**config.mk**
```make
export PLATFORM = sky130hd
export DESIGN_NAME = led_scan_driver
export DESIGN_NICKNAME = d
export VERILOG_FILES = /design/src/rtl/led_scan_pkg.sv /design/src/rtl/led_digit_mux.sv /design/src/rtl/led_scan_driver.sv
export SDC_FILE = /design/constraint.sdc
export NUM_CORES = 1
export LEC_CHECK = 0
export ABC_AREA = 1
export CAP_MARGIN = 20
export CORE_ASPECT_RATIO = 2
export CORE_MARGIN = 5
export CORE_UTILIZATION = 53
export DETAILED_ROUTE_END_ITERATION = 10
export HOLD_SLACK_MARGIN = 0.1
export MAX_ROUTING_LAYER = met4
export PLACE_DENSITY = 0.88
export SYNTH_ARGS = -nofsm -noshare
export SYNTH_HDL_FRONTEND = slang
export SYNTH_SLANG_ARGS = --single-unit
```
**constraint.sdc**
```tcl
create_clock -name clk -period 5.3 [get_ports clk]
set_clock_uncertainty 0.1 [all_clocks]
set_input_delay 1.325 -clock clk [delete_from_list [all_inputs] [get_ports clk]]
set_output_delay 1.325 -clock clk [all_outputs]
set_load 0.005 [all_outputs]
```
**src/rtl/led_scan_pkg.sv**
```systemverilog
`default_nettype none
// +----------------------------------------------------------------------------+
// | led_scan_pkg                                                               |
// | Shared types and helpers for the multiplexed LED scan driver:              |
// |   scan_state_e - per-slot FSM state (BLANK dead time, SHOW lit time)       |
// |   blank_seg()  - all-ones (every segment off) pattern, sliced by the user  |
// | Revision: 1.0  initial release                                             |
// +----------------------------------------------------------------------------+
package led_scan_pkg;

  typedef enum logic [0:0] {
    BLANK = 1'b0,
    SHOW  = 1'b1
  } scan_state_e;

  // Widest segment bus the helper can serve; callers cast down to SEG_W.
  localparam int MAX_SEG_W = 64;

  // Segments are active-low, so "all off" is all ones.
  function automatic logic [MAX_SEG_W-1:0] blank_seg();
    return '1;
  endfunction

endpackage
`default_nettype wire

```
**src/rtl/led_digit_mux.sv**
```systemverilog
`default_nettype none
// +----------------------------------------------------------------------------+
// | led_digit_mux                                                              |
// | Combinational digit selector: returns the active-low pattern of the digit  |
// | whose one-hot sel bit is set, or all ones (dark) when sel is zero.         |
// | Ports:                                                                     |
// |   sel    in  DIGITS        one-hot digit enable (or zero)                   |
// |   active in  DIGITS*SEG_W  frame, digit i at [i*SEG_W +: SEG_W]             |
// |   seg_n  out SEG_W         selected active-low segments                    |
// | Revision: 1.0  initial release                                             |
// +----------------------------------------------------------------------------+
module led_digit_mux
  import led_scan_pkg::*;
#(
  parameter int DIGITS = 6,
  parameter int SEG_W  = 8
) (
  input  logic [DIGITS-1:0]       sel,
  input  logic [DIGITS*SEG_W-1:0] active,
  output logic [SEG_W-1:0]        seg_n
);

  localparam logic [SEG_W-1:0] SEG_OFF = SEG_W'(blank_seg());

  // Active-low patterns merge with AND, so a zero sel leaves everything dark.
  always_comb begin
    seg_n = SEG_OFF;
    for (int i = 0; i < DIGITS; i++) begin
      if (sel[i]) begin
        seg_n = seg_n & active[i*SEG_W +: SEG_W];
      end
    end
  end

endmodule
`default_nettype wire

```
**src/rtl/led_scan_driver.sv**
```systemverilog
`default_nettype none
// +----------------------------------------------------------------------------+
// | led_scan_driver                                                            |
// | Time-multiplexed LED digit scanner with a double-buffered frame. Each      |
// | digit slot is SCAN_DIV cycles: BLANK_CYC dark cycles, then the digit lit.  |
// | A new frame is parked in a pending buffer and only copied to the active    |
// | buffer at the start of digit 0's slot, so a frame is never torn.           |
// | Ports:                                                                     |
// |   clk, rst     clock, synchronous active-high reset                        |
// |   brightness   4-bit dimming level (only with LEDSCAN_DIMMING_EN)          |
// |   in_valid/in_ready/in_data  frame offer handshake                         |
// |   sel          one-hot digit enable, zero while blanked                    |
// |   seg_n        active-low segments of the enabled digit                    |
// |   frame_start  one-cycle pulse as digit 0's slot begins                    |
// | Optional feature macro: LEDSCAN_DIMMING_EN                                 |
// | Revision: 1.0  initial release                                             |
// +----------------------------------------------------------------------------+
module led_scan_driver
  import led_scan_pkg::*;
#(
  parameter int DIGITS    = 6,
  parameter int SEG_W     = 8,
  parameter int SCAN_DIV  = 50000,
  parameter int BLANK_CYC = 16
) (
  input  logic                    clk,
  input  logic                    rst,
`ifdef LEDSCAN_DIMMING_EN
  input  logic [3:0]              brightness,
`endif
  input  logic                    in_valid,
  output logic                    in_ready,
  input  logic [DIGITS*SEG_W-1:0] in_data,
  output logic [DIGITS-1:0]       sel,
  output logic [SEG_W-1:0]        seg_n,
  output logic                    frame_start
);

  localparam int CNT_W = $clog2(SCAN_DIV);
  localparam int IDX_W = (DIGITS > 1) ? $clog2(DIGITS) : 1;
  localparam logic [CNT_W-1:0] CNT_LAST   = CNT_W'(SCAN_DIV - 1);
  localparam logic [CNT_W-1:0] BLANK_LAST = CNT_W'(BLANK_CYC - 1);
  localparam logic [IDX_W-1:0] IDX_LAST   = IDX_W'(DIGITS - 1);
  localparam logic [SEG_W-1:0] SEG_OFF    = SEG_W'(blank_seg());
  localparam logic [DIGITS*SEG_W-1:0] FRAME_OFF = {DIGITS{SEG_OFF}};

  scan_state_e             state_q, state_d;
  logic [CNT_W-1:0]        cnt_q, cnt_d;
  logic [IDX_W-1:0]        idx_q, idx_d;
  logic                    run_q, run_d;
  logic                    pending_full_q, pending_full_d;
  logic [DIGITS*SEG_W-1:0] pending_q, pending_d;
  logic [DIGITS*SEG_W-1:0] active_q, active_d;
  logic [DIGITS-1:0]       sel_q, sel_d;
  logic [SEG_W-1:0]        seg_n_q, seg_n_d;
  logic                    frame_start_q, frame_start_d;
  logic                    lit_d;
  logic                    accept;
  logic                    swap;

  // Slot position. run_q is low only in the first edge out of reset, which
  // holds the position at digit 0 / count 0 so that the first visible cycle
  // after reset is the opening BLANK cycle of a frame.
  always_comb begin
    state_d = state_q;
    cnt_d   = cnt_q;
    idx_d   = idx_q;
    run_d   = 1'b1;
    if (!run_q) begin
      state_d = BLANK;
      cnt_d   = '0;
      idx_d   = '0;
    end else begin
      if (cnt_q == CNT_LAST) begin
        cnt_d = '0;
        idx_d = (idx_q == IDX_LAST) ? '0 : idx_q + 1'b1;
      end else begin
        cnt_d = cnt_q + 1'b1;
      end
      case (state_q)
        BLANK:   if (cnt_q == BLANK_LAST) state_d = SHOW;
        SHOW:    if (cnt_q == CNT_LAST)   state_d = BLANK;
        default: state_d = BLANK;
      endcase
    end
  end

`ifdef LEDSCAN_DIMMING_EN
  logic [3:0]  bright_q, bright_d;
  logic [31:0] lit_limit;
  logic [31:0] show_cnt;

  // Brightness is captured in the first cycle of each slot and held for the
  // rest of it. show_cnt underflows during BLANK, which is harmless because
  // sel is gated by the SHOW state.
  always_comb begin
    bright_d  = (run_q && (cnt_q == '0)) ? brightness : bright_q;
    lit_limit = (32'(SCAN_DIV - BLANK_CYC) * (32'(bright_d) + 32'd1)) >> 4;
    show_cnt  = 32'(cnt_d) - 32'(BLANK_CYC);
    lit_d     = (show_cnt < lit_limit);
  end

  always_ff @(posedge clk) begin
    if (rst) bright_q <= 4'hF;
    else     bright_q <= bright_d;
  end
`else
  always_comb begin
    lit_d = 1'b1;
  end
`endif

  assign in_ready = !pending_full_q && !rst;

  // Frame buffers and registered outputs. frame_start_q marks the cycle in
  // which the swap happens, so the swap and the pulse always coincide.
  // Accept and swap are mutually exclusive: one needs pending empty, the
  // other pending full.
  always_comb begin
    accept         = in_valid && in_ready;
    swap           = frame_start_q && pending_full_q;
    pending_d      = pending_q;
    pending_full_d = pending_full_q;
    active_d       = active_q;
    if (swap) begin
      active_d       = pending_q;
      pending_full_d = 1'b0;
    end else if (accept) begin
      pending_d      = in_data;
      pending_full_d = 1'b1;
    end
    frame_start_d = (cnt_d == '0) && (idx_d == '0);
    sel_d         = ((state_d == SHOW) && lit_d) ? (DIGITS'(1) << idx_d) : '0;
  end

  led_digit_mux #(
    .DIGITS (DIGITS),
    .SEG_W  (SEG_W)
  ) u_digit_mux (
    .sel    (sel_d),
    .active (active_q),
    .seg_n  (seg_n_d)
  );

  always_ff @(posedge clk) begin
    if (rst) begin
      state_q        <= BLANK;
      cnt_q          <= '0;
      idx_q          <= '0;
      run_q          <= 1'b0;
      pending_full_q <= 1'b0;
      pending_q      <= FRAME_OFF;
      active_q       <= FRAME_OFF;
      sel_q          <= '0;
      seg_n_q        <= SEG_OFF;
      frame_start_q  <= 1'b0;
    end else begin
      state_q        <= state_d;
      cnt_q          <= cnt_d;
      idx_q          <= idx_d;
      run_q          <= run_d;
      pending_full_q <= pending_full_d;
      pending_q      <= pending_d;
      active_q       <= active_d;
      sel_q          <= sel_d;
      seg_n_q        <= seg_n_d;
      frame_start_q  <= frame_start_d;
    end
  end

  assign sel         = sel_q;
  assign seg_n       = seg_n_q;
  assign frame_start = frame_start_q;

endmodule
`default_nettype wire
```
==> reports/results.txt, run 1 <==
Clk Latency, worst-skew pair -> 0.41 ns
post-route ant nets -> 0
HPWL after DPL -> 9.93 mm
CP cell instances -> buf_2 > nor2_1 > clkdlybuf4s50_1
top-count cell post-synth -> nand2_1
Inserted Diodes -> 0
Fillers -> 812
# nets final -> 823
die footprint -> 0.0123 mm²
layer with the highest usage -> met2
crit start category -> input pin
status -> completed
max incr delay on CP -> 0.52 ns
post-CTS sizing -> 0
TritonCTS buffer count -> 17
Synth Instances -> 714
nature of the critical path endpoint -> primary output
routed vias -> 4,986
Total GRT Usage -> 0.251
Final Instance Count excl. Fillers -> 918
drt pass-1 iters -> 6
vias in the first global route -> 4,941
initial antenna violation count -> 0
clock-pin slew on the worst setup and hold paths -> 0.05 ns
drc violations -> 0
Yosys reg bits -> 133
final estimated routing congestion in global placement -> 0.898
YS warnings -> 0
Slew @ Worst Pin -> 0.833 ns
crit path kind -> input pin to primary output
Post-Route Setup TNS -> 0 ns
number of synthesized flops with an enable pin -> 0
global-route wire length before repair -> 23.1 mm
Syn Area/Cell -> 7.51 µm²
Setup-failing EPs final -> 0
WP data arrival -> 2.07 ns
total placed cells including tap cells -> 887
M3 GR Usage -> 0.0533
num ports -> 67
Synth async-reset ratio -> 0
top_reg_cell synth -> dfxtp_1
met1 Use GR -> 0.232
f_max -> 286 MHz
Hold Buf Count CTS -> 0
Post-Syn Area -> 0.00536 mm²
clock sink count -> 133
DRT iter0 DRCs -> 304
Distinct cells, synth -> 34
Starting Density -> 0.535
die width -> 81.1 µm
CP Max Fanout -> 2
wirelength, routed -> 14.5 mm
Post-CTS Setup Repair Bufs -> 0
grt ovf -> 0
Pleak -> 3.01 nW
syn nets -> 766
min Tclk post-route -> 3.49 ns
Root Buffer -> clkbuf_16
H-Tree Depth -> 4
critical path's slowest cell -> clkdlybuf4s50_1
endpoints failing hold -> 0
final slew viol count -> 0
vias per cell -> 5.43
Yosys top cell area share -> 0.497
wire per inst -> 15.8 µm
Rows -> 52
worst endpoint required time -> 3.88 ns
CTS Buffer Depth -> 2
Slew headroom -> 0.443
# port buffers -> 66
leading area contributor after synthesis -> dfxtp_1
CTS tree -> built
largest net degree at the start of global routing -> 97
Final period util -> 0.659
Die Y -> 152 µm
max cap viols -> 0
grt met2 use -> 0.441
post-synthesis sequential area ratio -> 0.497
layout cell share with drive strength beyond 1 -> 0.0945
area grow syn2layout -> 25.9%
RSZ-0062 raised after global routing -> false
Worst VDD drop -> 0.283 mV
top post-synthesis cells by area -> dfxtp_1, nand2_1, nor2_1
min-delay worst type -> flop to flop
core area -> 0.0100 mm²
Power Dens Cells -> 383 mW/mm²
top cells by instance count after synthesis -> nand2_1, dfxtp_1, nor2_1
==> per-stage QoR <==
step / utilization / cell area (µm²) / power (W) / hold slack (ns) / setup WS, ns
final: 0.674 / 6750 / 0.00259 / 0.367 / 1.81
after global routing: 0.674 / 6750 / 0.00267 / 0.386 / 1.75
after CTS: 0.674 / 6750 / 0.00260 / 0.369 / 1.80
after detailed placement: 0.607 / 6080 / 0.00127 / 0.352 / 1.80
after global placement: 0.607 / 6080 / 0.00126 / 0.345 / 1.75
after floorplan: - / 5360 / 0.00120 / 0.323 / 1.71
==> cell type report <==
| cell class | count | area (µm²) | share of cell area |
|---|---|---|---|
| Multi-Input combinational cell | 488 | 2330 | 0.346 |
| Inverter | 62 | 235 | 0.0349 |
| Clock buffer | 21 | 470 | 0.0697 |
| Clock inverter | 10 | 200 | 0.0297 |
| Tap cell | 135 | 169 | 0.0250 |
| Sequential cell | 133 | 2660 | 0.395 |
| Timing Repair Buffer | 69 | 678 | 0.100 |
==> layer usage <==
layer / vias up / wire length [µm] / part of all wire
li1: 2416 / - / -
met1: 2265 / 4880 / 0.34
met2: 227 / 7890 / 0.55
met3: 78 / 765 / 0.053
met4: 0 / 932 / 0.064
met5: - / 0 / 0
==> logic make-up after synthesis <==
group	synth area share
xor+xnor	0.00163
simple gates	0.317
flops	0.497
buf+inv	0.0693
fa+ha+maj	0.00233
compound gates	0.113
==> worst paths after layout <==
path | start | to | slack [ns] | cells past startpoint
worst max-delay path | rst | in_ready | 1.81 | 3
worst min-delay path | active_q[27]$_SDFFE_PP1P_ | active_q[27]$_SDFFE_PP1P_ | 0.37 | 2
worst max register to register | run_q$_DFF_P_ | frame_start$_SDFF_PP0_ | 2.92 | 6
worst min register to register | active_q[27]$_SDFFE_PP1P_ | active_q[27]$_SDFFE_PP1P_ | 0.37 | 2
==> layout by cell type, fill, tap and decap left out, types with 2 or more instances in the layout <==
cell type,instances
nor2_4,8
dfxtp_1,133
or2_2,2
clkdlybuf4s50_1,65
nand3_2,2
nor3_1,8
nand3_1,42
nand2_2,7
nand2_4,6
o21bai_1,2
o21ai_0,64
o21ai_1,3
clkbuf_8,3
nor2_2,3
bufinv_16,6
clkinv_2,4
nor2_1,122
o22ai_1,36
buf_4,3
nand2_1,165
clkbuf_16,17
inv_2,6
inv_1,54
nand3_4,3
nand4_1,6
==> sequential cells by signal (all words and copies together), names as in the netlist <==
signal,count
active_q,48
cnt_q,16
frame_start,1
idx_q,3
pending_full_q,1
pending_q,48
run_q,1
seg_n,8
sel,6
state_q,1
==> worst max-delay path, delay by kind of cell <==
kind | cells | cell delay, ns
AND/OR/NAND/NOR | 1 | 0.09
buffers and inverters | 2 | 0.65
==> where the power goes <==
part	internal [W]	switching, W	total [W]
clock	0.000913	0.000415	0.00133
sequential	0.00107	0.0000250	0.00109
combinational	0.0000725	0.0000909	0.000163
Power figures use the tool's default switching activity.
==> inputs of run 2 (changes only) <==
==> constraint.sdc (replaced) <==
create_clock -name clk -period 3.5 [get_ports clk]
set_clock_uncertainty 0.1 [all_clocks]
set_input_delay 0.875 -clock clk [delete_from_list [all_inputs] [get_ports clk]]
set_output_delay 0.875 -clock clk [all_outputs]
set_load 0.005 [all_outputs]
==> reports/results.txt, run 2 (synthesis gave the netlist of run 1 again) <==
vias in the first global route -> 4,734 (-4.2%)
f_max -> 386 MHz
wirelength, routed -> 13.9 mm (-4.2%)
status -> completed
drc violations -> 0 (unchanged)
Power Dens Cells -> 534 mW/mm² (+39%)
initial antenna violation count -> 0 (unchanged)
# nets final -> 823 (unchanged)
final slew viol count -> 0 (unchanged)
Multi-input gate area -> 0.00233 mm² (unchanged)
Post-Route Setup TNS -> 0 ns (unchanged)
global-route wire length before repair -> 21.4 mm (-7.4%)
worst endpoint required time -> 2.52 ns (-1.36 ns)
largest net degree at the start of global routing -> 97 (unchanged)
grt met2 use -> 0.418 (-0.0224)
drt pass-1 iters -> 5 (-1)
post-route ant nets -> 0 (unchanged)
CTS tree -> built
clock-pin slew on the worst setup and hold paths -> 0.05 ns (about the same)
hold_ws -> 0.365 ns (-0.00189 ns)
min-delay worst type -> flop to flop
Rows -> 52 (unchanged)
CP Max Fanout -> 2 (unchanged)
final total power -> 0.00355 W (+37%)
grt ovf -> 0 (unchanged)
Starting Density -> 0.535 (unchanged)
endpoints failing hold -> 0 (unchanged)
Slew headroom -> 0.444 (+0.00108)
HPWL after DPL -> 9.83 mm (-1.0%)
Worst VDD drop -> 0.451 mV (+59%)
Pleak -> 2.95 nW (-2.0%)
post-CTS sizing -> 0 (unchanged)
Fillers -> 818 (+0.74%)
wire per inst -> 15.1 µm (-4.3%)
Total GRT Usage -> 0.234 (-0.0171)
RSZ-0062 raised after global routing -> false
# port buffers -> 66 (unchanged)
Final period util -> 0.741
Setup-failing EPs final -> 0 (unchanged)
M3 GR Usage -> 0.0426 (-0.0107)
layer with the highest usage -> met2
die footprint -> 0.0123 mm² (unchanged)
Regs by FF count -> active_q (48), pending_q (48), cnt_q (16)
die width -> 81.1 µm (unchanged)
nature of the critical path endpoint -> primary output
WP data arrival -> 1.62 ns (-0.45 ns)
DRT iter0 DRCs -> 286 (-5.9%)
Post-CTS Setup Repair Bufs -> 0 (unchanged)
routed vias -> 4,869 (-2.3%)
Reg area -> 0.00266 mm² (unchanged)
Inserted Diodes -> 0 (unchanged)
max cap viols -> 0 (unchanged)
Die Y -> 152 µm (unchanged)
crit start category -> input pin
TritonCTS buffer count -> 17 (unchanged)
H-Tree Depth -> 4 (unchanged)
core area -> 0.0100 mm² (unchanged)
min Tclk post-route -> 2.59 ns
Hold Buf Count CTS -> 0 (unchanged)
Clk Latency, worst-skew pair -> 0.41 ns (about the same)
Root Buffer -> clkbuf_16
vias per cell -> 5.30 (-2.5%)
area grow syn2layout -> 24.0%
final estimated routing congestion in global placement -> 0.885 (-1.5%)
crit path kind -> input pin to primary output
clock sink count -> 133 (unchanged)
most common cell after layout, fill and taps aside -> nand2_1
num ports -> 67 (unchanged)
Slew @ Worst Pin -> 0.832 ns (-0.00162 ns)
met1 Use GR -> 0.210 (-0.0219)
most frequent cells in the layout -> nand2_1, dfxtp_1, nor2_1, clkdlybuf4s50_1, o21ai_0
CTS Buffer Depth -> 2 (unchanged)
layout cell share with drive strength beyond 1 -> 0.0931 (-0.00140)
## run 2: changes by cell type in the layout (fill, tap and decap cells not counted), sizes merged
| cell | delta |
|---|---|
| clkinv | +1 |
| bufinv | -5 |
| clkbuf | +2 |
| clkinvlp | +3 |
## run 2: metal layers
metal	share of wire	up-vias
met3	0.047	53
met1	0.34	2224
met4	0.059	0
met2	0.55	178
li1	-	2414
met5	0	-
## run 2: metrics by stage
stage                     worst slack (ns)  utilization  cell area, µm²  cells
final                                0.907        0.663            6650    919
after global routing                 0.871        0.663            6650    919
after CTS                            0.886        0.663            6650    919
after detailed placement             0.886        0.608            6090    887
after global placement               0.898        0.608            6090    887
after floorplan                      0.809            -            5360    714
## run 2: where the power goes
part	leakage [nW]	total [W]	internal, W	switching (W)
Sequential	1.09	0.00166	0.00162	0.0000373
Combinational	1.58	0.000243	0.000111	0.000132
Clock	0.269	0.00165	0.00103	0.000624
## run 2: final cells by class
cell class / instances / share of cell area
clock inverters: 9 / 0.0117
repair buffers: 69 / 0.104
multi-input cells: 488 / 0.351
inverters: 62 / 0.0354
flip-flops and latches: 133 / 0.401
clock buffers: 23 / 0.0719
well taps: 135 / 0.0254
## run 2: worst paths after layout
path	end	slack, ns	start	depth (start not counted)
worst max-delay path	in_ready	0.91	rst	3
worst min-delay path	active_q[15]$_SDFFE_PP1P_	0.37	active_q[15]$_SDFFE_PP1P_	2
worst max register to register	frame_start$_SDFF_PP0_	1.12	run_q$_DFF_P_	6
worst min register to register	active_q[15]$_SDFFE_PP1P_	0.37	active_q[15]$_SDFFE_PP1P_	2
## run 2: critical path: stages
cell and delay (ns):
buf_2 0.12, nor2_1 0.09, clkdlybuf4s50_1 0.53
